### config.mk
export PLATFORM = sky130hd
export DESIGN_NAME = mem_access
export DESIGN_NICKNAME = d
export VERILOG_FILES = /design/src/rtl/mem_access.sv
export SDC_FILE = /design/constraint.sdc
export NUM_CORES = 1
export LEC_CHECK = 0
export BUFFER_PORTS_ARGS = -buffer_cell sky130_fd_sc_hd__buf_2
export CAP_MARGIN = 20
export CORE_AREA = 2 2 224 226
export DETAILED_ROUTE_END_ITERATION = 8
export DIE_AREA = 0 0 226 228
export PLACE_DENSITY_LB_ADDON = 0.15
export SETUP_SLACK_MARGIN = 0.4
export SLEW_MARGIN = 10
export SYNTH_ARGS = -nofsm -noshare
export SYNTH_HDL_FRONTEND = slang
export SYNTH_SLANG_ARGS = --single-unit
### constraint.sdc
create_clock -name clk -period 1.3 [get_ports clk]
set_input_delay 0.26 -clock clk [delete_from_list [all_inputs] [get_ports clk]]
set_output_delay 0.26 -clock clk [all_outputs]
set_load 0.01 [all_outputs]
### src/rtl/mem_access.sv
// Memory-access stage for the dual-issue core: drives one BRAM port per slot,
// resolves same-bundle address conflicts and aligns bundle info with read data.
module mem_access #(
  parameter int ADDR_W = 17
) (
  input  logic              clk,
  input  logic              rstn,
  input  logic              interlock,
  input  logic [31:0]       pc_from_exec,
  input  logic [63:0]       inst_from_exec,
  input  logic [31:0]       u_addr_from_exec,
  input  logic [31:0]       l_addr_from_exec,
  input  logic [31:0]       u_sdata_from_exec,
  input  logic [31:0]       l_sdata_from_exec,
  input  logic [4:0]        u_rt_from_exec,
  input  logic [4:0]        l_rt_from_exec,
  output logic              mem_ena,
  output logic              mem_enb,
  output logic              mem_wea,
  output logic              mem_web,
  output logic [ADDR_W-1:0] mem_addra,
  output logic [ADDR_W-1:0] mem_addrb,
  output logic [31:0]       mem_dina,
  output logic [31:0]       mem_dinb,
  input  logic [31:0]       mem_douta,
  input  logic [31:0]       mem_doutb_raw,
  output logic [31:0]       pc_to_wb,
  output logic [63:0]       inst_to_wb,
  output logic [4:0]        u_rt_to_wb,
  output logic [4:0]        l_rt_to_wb,
  output logic [63:0]       mem_doutb
);

  localparam logic [5:0] OP_LOAD  = 6'h23;
  localparam logic [5:0] OP_STORE = 6'h2B;

  logic u_ld, u_st, l_ld, l_st;
  logic same_addr, req_ok, fwd_cond;

  logic [31:0] pc_p1;
  logic [63:0] inst_p1;
  logic [4:0]  u_rt_p1, l_rt_p1;
  logic        fwd_l_p1;
  logic [31:0] fwd_data_p1;

  // High address bits are outside the BRAM; intentionally ignored.
  logic unused_addr_hi;
  assign unused_addr_hi = ^{u_addr_from_exec[31:ADDR_W], l_addr_from_exec[31:ADDR_W]};

  assign u_ld = (inst_from_exec[63:58] == OP_LOAD);
  assign u_st = (inst_from_exec[63:58] == OP_STORE);
  assign l_ld = (inst_from_exec[31:26] == OP_LOAD);
  assign l_st = (inst_from_exec[31:26] == OP_STORE);

  assign same_addr = (u_addr_from_exec[ADDR_W-1:0] == l_addr_from_exec[ADDR_W-1:0]);
  // Requests are also gated by rstn so nothing is written while reset is held.
  assign req_ok    = rstn & ~interlock;
  assign fwd_cond  = u_st & l_ld & same_addr;

  // Stage 0: combinational request generation
  assign mem_ena   = req_ok & (u_ld | u_st);
  // Lower store is later in program order, so it wins a same-address store pair.
  assign mem_wea   = req_ok & u_st & ~(l_st & same_addr);
  assign mem_enb   = req_ok & (l_ld | l_st);
  assign mem_web   = req_ok & l_st;
  assign mem_addra = u_addr_from_exec[ADDR_W-1:0];
  assign mem_addrb = l_addr_from_exec[ADDR_W-1:0];
  assign mem_dina  = u_sdata_from_exec;
  assign mem_dinb  = l_sdata_from_exec;

  // Stage 1: bundle registers aligned with BRAM read latency
  always_ff @(posedge clk or negedge rstn) begin
    if (!rstn) begin
      pc_p1       <= '0;
      inst_p1     <= '0;
      u_rt_p1     <= '0;
      l_rt_p1     <= '0;
      fwd_l_p1    <= 1'b0;
      fwd_data_p1 <= '0;
    end else if (!interlock) begin
      pc_p1       <= pc_from_exec;
      inst_p1     <= inst_from_exec;
      u_rt_p1     <= u_rt_from_exec;
      l_rt_p1     <= l_rt_from_exec;
      fwd_l_p1    <= fwd_cond;
      fwd_data_p1 <= u_sdata_from_exec;
    end
  end

  assign pc_to_wb   = pc_p1;
  assign inst_to_wb = inst_p1;
  assign u_rt_to_wb = u_rt_p1;
  assign l_rt_to_wb = l_rt_p1;
  assign mem_doutb  = {mem_douta, (fwd_l_p1 ? fwd_data_p1 : mem_doutb_raw)};

endmodule
## Yosys cells after proc, flatten, opt, wreduce, memory -nomap -nowiden

Index checks and enable logic that the tools add are counted.

| word-level totals | value |
|---|---|
| logic and storage cells | 25 |
| bits of input ports | 301 |
| register bits after elaboration | 139 |
| output and inout port bits | 272 |

| cells by class | value |
|---|---|
| bitwise logic cells | 13 |
| equal/unequal tests | 5 |
| multiplexer cells | 1 |

Operator list:

| operator | count |
|---|---|
| two-way mux 32 bit | 1 |
| equality test 6 bit (second input constant) | 4 |
| equality test 17 bit | 1 |
| AND 1 bit | 9 |
| NOT 1 bit | 2 |
| bitwise OR 1 bit | 2 |

## Depth between registers and ports, before layout

Gate-level depths: netlist of run 1.

| depth | value |
|---|---|
| depth after elaboration | 4 |
| gate-level depth with buffers | 4 |
| gate-level depth less buffers | 4 |

## Worst setup path before layout of run 1

No wires, ideal clock.

| timing | value |
|---|---|
| path kind | flip-flop to output port |
| from | register fwd_l_p1 |
| to | output mem_doutb[0] |
| stages on the path, launching flop included | 4 |
| arrival | 1017 ps |
| path buffers | 2 |
| required time | 1040 ps |
| slack | 23 ps |
| cells stage by stage | dfrtp_1 > buf_2 > buf_2 > mux2_2 |

| between the ends | value |
|---|---|
| longest elaborated chain between the ends | 1 |

RTL lines:

| element | line | RTL |
|---|---|---|
| start: declaration | 43 | `logic fwd_l_p1;` |
| start signal: assignment | 85 | `fwd_l_p1 <= fwd_cond;` |
| two-way mux 32 bit | 94 | `assign mem_doutb = {mem_douta, (fwd_l_p1 ? fwd_data_p1 : mem_doutb_raw)};` |
| end: declaration | 31 | `output logic [63:0] mem_doutb` |

No other way between the ends.

## Final worst setup path of run 1

| timing | value |
|---|---|
| from | register fwd_l_p1 |
| to | output mem_doutb[22] |

Same word-level chain as after synthesis.

==> results.cfg, run 1 <==
[timing]
fin_tns_setup_ns = -17.66
fin_worst_skew_ns = 0
slew_violations = 0
setup_viol = 35
rsz0062_at_grt = true
fmax_mhz = 533
worstMarginPinSlew_ns = 0.869
hold_viol = 85
hold_ws_ns = -0.0897
slew_headroom_pct = 42.1
final.setup.worst_slack_ns = -0.578
fin_crit_ns = 1.88
finalCritPeriodShare_pct = 144

[yosys]
avgSynthCellArea_um2 = 14.6
syn_area_um2 = 7220
syn_inst = 496
yosysUniqueCellTypes = 20
synthTopCellsByArea = dfrtp_1 48%, mux2_4 21%, buf_4 14%, mux2_2 11%, buf_6 2.2%
synth.largest_area_cell = dfrtp_1
ys_ff_latch = 139
yosysSeqAreaShare_pct = 48.2
yosysTopAreaCellShare_pct = 48.2
synthesis.nets = 797
yosys_warnings = 0

[global_route]
track_usage_pct = 9.11
grt.overflow.total = 0
grt_max_degree = 140
grt_pass1_wl_mm = 34.6
antenna_found_initial = 0
grt_pass1_vias = 6060

[place]
place_inst = 1468
gp_congestion = 0.683
numPortBuffers = 414
place_hpwl_mm = 17.0

[die]
core_area_um2 = 49300
die_x_um = 226
die_y_um = 228
io_pins = 573
rows = 82
start_util_pct = 14.6
die_area_um2 = 51500

[critical_path]
startpoint_type = flop
worstSetupPathType = flop to output port
cp_data_arrival_time_ns = 1.62
crit_chain = buf_12 > mux2_2 > buf_2
crit_required_ns = 1.04
critPathMaxFanout = 33
critPathMaxStageDelay_ns = 0.37
path_buf_inv = 2
end_kind = output port
slowest_stage = dfrtp_2
cp_top_family = flip-flops

[clock_tree]
clock_latency_ns = 0.47
cts_root_buf = clkbuf_16
postCtsHoldBufs = 121
htreeDepth = 4
cts_sinks = 139
path_clk_slew_ns = 0.07
cts_made_buffers = 17
cts_tree = done
cts_buffer_depth = 2

[layout]
num-fill-cells = 5198
num_antenna_cells = 0
multi_input_area_um2 = 2800
fin_util_pct = 25.3
layout-drive-gt1-share_pct = 71.8
final_cells = 1689
area_growth_pct = 72.9
nNetsFinal = 1305
regArea_um2 = 3480

[run]
drv_cap = 0

[detailed_routing]
drc = 0
drtAntennaViolNets = 0
avgViaCountPerCell = 3.30
num_vias = 5571
drtIter0Drc = 91
dr.pass1.iters = 4
wire_per_inst_um = 13.9
routed_wl_mm = 23.5

[outcome]
failed_checks = hold timing, setup timing
status = finished with violations

[power_and_ir_drop]
vdd_ir_drop_max_mv = 0.933
power.leakage_nw = 6.15
p_per_area_nw_per_um2 = 1070

[worst_hold_path]
hold_path_class = input pin to asynchronous set/reset pin
==> path summary, 6_finish.rpt <==
check,start,to,slack (ns),cells past startpoint
max in group asynchronous,rstn,fwd_data_p1[20],0.71,2
max,fwd_l_p1,mem_doutb[22],-0.58,3
max reg2reg,inst_to_wb[39],inst_to_wb[39],0.31,3
min,rstn,inst_to_wb[28],-0.09,2
min reg2reg,inst_to_wb[14],inst_to_wb[14],0.50,1
min in group clk,u_sdata_from_exec[7],fwd_data_p1[7],0.05,2
==> cells in the final DEF, fill, tap and decap left out, types with 3 or more instances in the layout <==
cell type,count
clkinvlp_4,4
buf_4,68
buf_12,9
mux2_4,149
clkbuf_16,17
inv_6,3
buf_6,104
xor2_1,3
dfrtp_1,138
dlygate4sd3_1,121
nand4_1,5
xnor2_1,14
mux2_2,21
buf_2,335
==> cell usage after synthesis <==
library cell	instances
a32o_1	1
a41oi_1	1
and2_1	1
and3_1	2
and4_1	1
and4bb_2	1
buf_2	6
buf_4	130
buf_6	14
dfrtp_1	139
mux2_2	69
mux2_4	101
nand2_1	1
nand4_1	5
nor2_1	3
nor2b_1	1
nor3_1	2
nor3b_2	1
xnor2_1	14
xor2_1	3
==> layout make-up <==
cell class	count	share of cell area (%)
Multi-Input combinational cell	207	22.4
Sequential cell	139	27.9
Timing Repair Buffer	639	38.3
Tap cell	672	6.74
Clock buffer	20	3.58
Clock inverter	12	1.11
==> metal layers <==
layer,global-route usage (%),vias up,share of wire (%)
met5,0,-,0
met4,3.85,0,1.8
met3,4.12,24,8.5
met2,15.7,293,51
met1,9.52,2677,39
li1,-,2577,-
==> power by group <==
| group | leakage [nW] | total (W) | internal [W] | switching, W |
|---|---|---|---|---|
| clock | 0.274 | 0.00503 | 0.00289 | 0.00214 |
| sequential | 1.63 | 0.00504 | 0.00476 | 0.000277 |
| combinational | 4.25 | 0.00328 | 0.00213 | 0.00115 |
| total | 6.15 | 0.0133 | 0.00977 | 0.00357 |
==> logic make-up after synthesis <==
logic type	share of synthesized area, %
buf+inv	16.1
mux	31.8
simple gates	1.59
xor+xnor	2.06
flops	48.2
compound gates	0.260
==> per-stage QoR <==
step                      area [um2]  total power, W  setup slack (ns)  hold WS (ns)
after detailed placement        9580         0.00750            -0.369         0.483
after floorplan                 7610         0.00667             0.109       -0.0356
after global placement          9580         0.00752            -0.375         0.481
after CTS                      12000          0.0134            -0.660       -0.0754
final                          12500          0.0133            -0.578       -0.0897
after global routing           12500          0.0141            -0.678       -0.0385
==> state kept, by name, indices dropped and copies added, names as in the netlist <==
register and count:
u_rt_to_wb 5, fwd_data_p1 32, l_rt_to_wb 5, fwd_l_p1 1
pc_to_wb 32, inst_to_wb 64
==> worst reg2reg max path: cells and delay by family, from the launching register on <==
kind,cells,cell delay (ns)
DFF,1,0.39
buffers and inverters,2,0.25
muxes,1,0.24
==> repair_timing <==
item | CTS | global route
endpoints found under the setup margin | 144 | 159
setup buffers | 36 | 32
resized for setup | 81 | 45
pin swaps | 2 | 1
endpoints found under the hold margin | 258 | 20
Power figures use the tool's default switching activity.
==> run 2, diff against run 1 <==
--- a/config.mk
+++ b/config.mk
@@ -5,11 +5,12 @@
 export SDC_FILE = /design/constraint.sdc
 export NUM_CORES = 1
 export LEC_CHECK = 0
+export ABC_AREA = 1
 export BUFFER_PORTS_ARGS = -buffer_cell sky130_fd_sc_hd__buf_2
 export CAP_MARGIN = 20
-export CORE_AREA = 2 2 224 226
+export CORE_AREA = 2 2 220 222
 export DETAILED_ROUTE_END_ITERATION = 8
-export DIE_AREA = 0 0 226 228
+export DIE_AREA = 0 0 222 224
 export PLACE_DENSITY_LB_ADDON = 0.15
 export SETUP_SLACK_MARGIN = 0.4
 export SLEW_MARGIN = 10
==> run 2 against run 1 <==
Effect of this change: the run still ends with hold timing, setup timing left; first-iteration DRC count grew to 3.4 times the previous value; via count is 20% higher; fmax is 1.2% higher; power is 3.1% lower; critical path type unchanged; highest routed layer unchanged; largest cell class unchanged; flip-flop and latch count stayed put; final cell count is 14% higher; critical endpoint is now mem_doutb[26]; clock power is 4.6% higher; clock skew stayed put.
==> results.cfg, run 2 <==
[worst_hold_path]
hold_path_class = input pin to asynchronous set/reset pin

[yosys]
yosysTopAreaCellShare_pct = 50.2
avgSynthCellArea_um2 = 8.29
synthTopCellsByArea = dfrtp_1 50%, nand2_1 24%, buf_4 14%, mux2_2 5.2%, buf_2 2.0%
yosys_warnings = 0
ys.flop_type = dfrtp_1
synth_most_common_cell = nand2_1
synth-edff-count = 0
synth.largest_area_cell = dfrtp_1
syn_area_um2 = 6930
synthesis.nets = 1137
yosys-top-cells-count = 444 x nand2_1, 139 x dfrtp_1, 130 x buf_4, 32 x mux2_2, 28 x buf_2
ys_ff_latch = 139
yosysUniqueCellTypes = 18
yosysSeqAreaShare_pct = 50.2
syn_inst = 836
async_flop_share_pct = 100

[clock_tree]
cts_tree = done
postCtsHoldBufs = 122
cts_sinks = 139
cts_root_buf = clkbuf_16
path_clk_slew_ns = 0.06
cts_made_buffers = 17
htreeDepth = 4
clock_latency_ns = 0.46
cts_buffer_depth = 2

[critical_path]
cp_data_arrival_time_ns = 1.60
end_kind = output port
worstSetupPathType = flop to output port
crit_required_ns = 1.04
startpoint_type = flop
critPathMaxFanout = 28

[place]
place_hpwl_mm = 18.9
dpl_cell_area_um2 = 9120
gp_congestion = 0.797
dp_slack_ns = -0.215
numPortBuffers = 414

[timing]
worstMarginPinSlew_ns = 0.474
slew_violations = 0
final.setup.worst_slack_ns = -0.556
finalCritPeriodShare_pct = 143
hold_ws_ns = -0.0637
rsz0062_at_grt = true
fin_crit_ns = 1.86
slew_headroom_pct = 68.4
fin_worst_skew_ns = 0
setup_viol = 34
hold_viol = 54
fmax_mhz = 539

[layout]
layout-drive-gt1-share_pct = 43.2
num-fill-cells = 5214
nNetsFinal = 1598
fin_util_pct = 25.3
most-common-layout-cells = 442 x nand2_1, 304 x buf_2, 138 x dfrtp_1
layout_commonest_cell = nand2_1
area_growth_pct = 72.6
largest_register_ffs = 64
num_antenna_cells = 0
fin_area_um2 = 12000

[detailed_routing]
avgViaCountPerCell = 3.48
drtAntennaViolNets = 0
drtIter0Drc = 311
routed_wl_mm = 25.8
drc = 0
num_vias = 6704
dr.pass1.iters = 4
wire_per_inst_um = 13.4

[global_route]
grt_pass1_wl_mm = 39.1
track_usage_pct = 10.4
grt_max_degree = 78
grt.overflow.total = 0
antenna_found_initial = 0
grt_pass1_vias = 6795

[die]
die_area_um2 = 49700
io_pins = 573
core_area_um2 = 47300
rows = 80
die_y_um = 224
start_util_pct = 14.6
die_x_um = 222

[power_and_ir_drop]
p_per_area_nw_per_um2 = 1080
p_int_w = 0.00942
comb_power_share_pct = 21.1
power_switching_w = 0.00352
power.leakage_nw = 6.45
seq_power_share_pct = 38.3
swShare_pct = 27.2
vdd_ir_drop_max_mv = 0.656
pwr-share-clk_pct = 40.7

[run]
drv_cap = 0

[outcome]
failed_checks = hold timing, setup timing
status = finished with violations
==> run 2: changes by cell type in the layout (fill, tap and decap cells not counted), sizes merged, moves of 2 or more <==
| cell | delta |
|---|---|
| nand2 | +444 |
| mux2 | -138 |
| buf | -32 |
| inv | +20 |
| nor2 | +14 |
| xnor2 | -7 |
| nand4 | -5 |
| nand3 | +3 |
| o21ai | +3 |
| xor2 | -3 |
| and3 | -2 |
| clkinv | -2 |
==> run 2: path summary, 6_finish.rpt <==
| kind | cells after the start | end | startpoint | slack, ns |
|---|---|---|---|---|
| setup reg to reg | 5 | fwd_l_p1 | fwd_l_p1 | 0.27 |
| max in group asynchronous | 4 | u_rt_to_wb[1] | rstn | 0.69 |
| hold / removal | 3 | inst_to_wb[11] | rstn | -0.06 |
| min in group clk | 3 | pc_to_wb[19] | pc_from_exec[19] | 0.05 |
| hold reg to reg | 2 | pc_to_wb[12] | pc_to_wb[12] | 0.47 |
| setup / recovery | 3 | mem_doutb[26] | fwd_l_p1 | -0.56 |
==> run 2: critical path, stage by stage (launching register included) <==
cell	delay (ns)
dfrtp_2	0.38
buf_12	0.22
mux2_4	0.35
buf_6	0.12
==> run 2: power by group through the flow <==
stage               sequential (W)  combinational, W  clock, W
floorplan                  0.00511           0.00105         0
global placement           0.00499           0.00207         0
detailed placement         0.00498           0.00207         0
CTS                        0.00494           0.00261   0.00556
global route               0.00500           0.00299   0.00566
finish                     0.00495           0.00272   0.00526
==> run 2: cells by family (layout without fill, tap and decap cells) <==
| group | Yosys count | count (layout) | synth area share [%] |
|---|---|---|---|
| and+or+nand+nor | 469 | 469 | 25.7 |
| buffers and inverters | 186 | 659 | 17.8 |
| DFF | 139 | 139 | 50.2 |
| muxes | 32 | 32 | 5.20 |
| xor gates and xnor gates | 7 | 7 | 0.884 |
| AOI/OAI and AO/OA | 3 | 3 | 0.217 |
==> run 2: final cells by class <==
cell class	count	area (um2)	share of cell area, %
Clock buffer	22	484	4.05
Clock inverter	9	135	1.13
Inverter	21	81.3	0.680
Multi-Input combinational cell	511	2410	20.2
Sequential cell	139	3480	29.1
Tap cell	615	769	6.43
Timing Repair Buffer	607	4600	38.5
==> run 2: what timing repair did <==
action,in CTS,in global routing
endpoints found under the hold margin,183,17
pin swaps,4,4
setup buffers,9,27
cloned,0,0
endpoints found under the setup margin,144,207
resized for setup,106,47
==> run 2: per-stage QoR <==
stage	setup TNS [ns]	total power, W	std cells
finish	-16.96	0.0129	1924
global route	-19.42	0.0136	1924
CTS	-19.69	0.0131	1897
detailed placement	-1.99	0.00705	1735
global placement	-2.09	0.00706	1735
floorplan	0	0.00616	836
==> run 2: layer usage <==
layer	vias up	global-route usage [%]	wire, um
met3	53	3.21	1620
met2	241	17.1	12700
met5	-	0	0
met4	0	5.54	725
li1	3317	-	-
met1	3093	12.0	10800
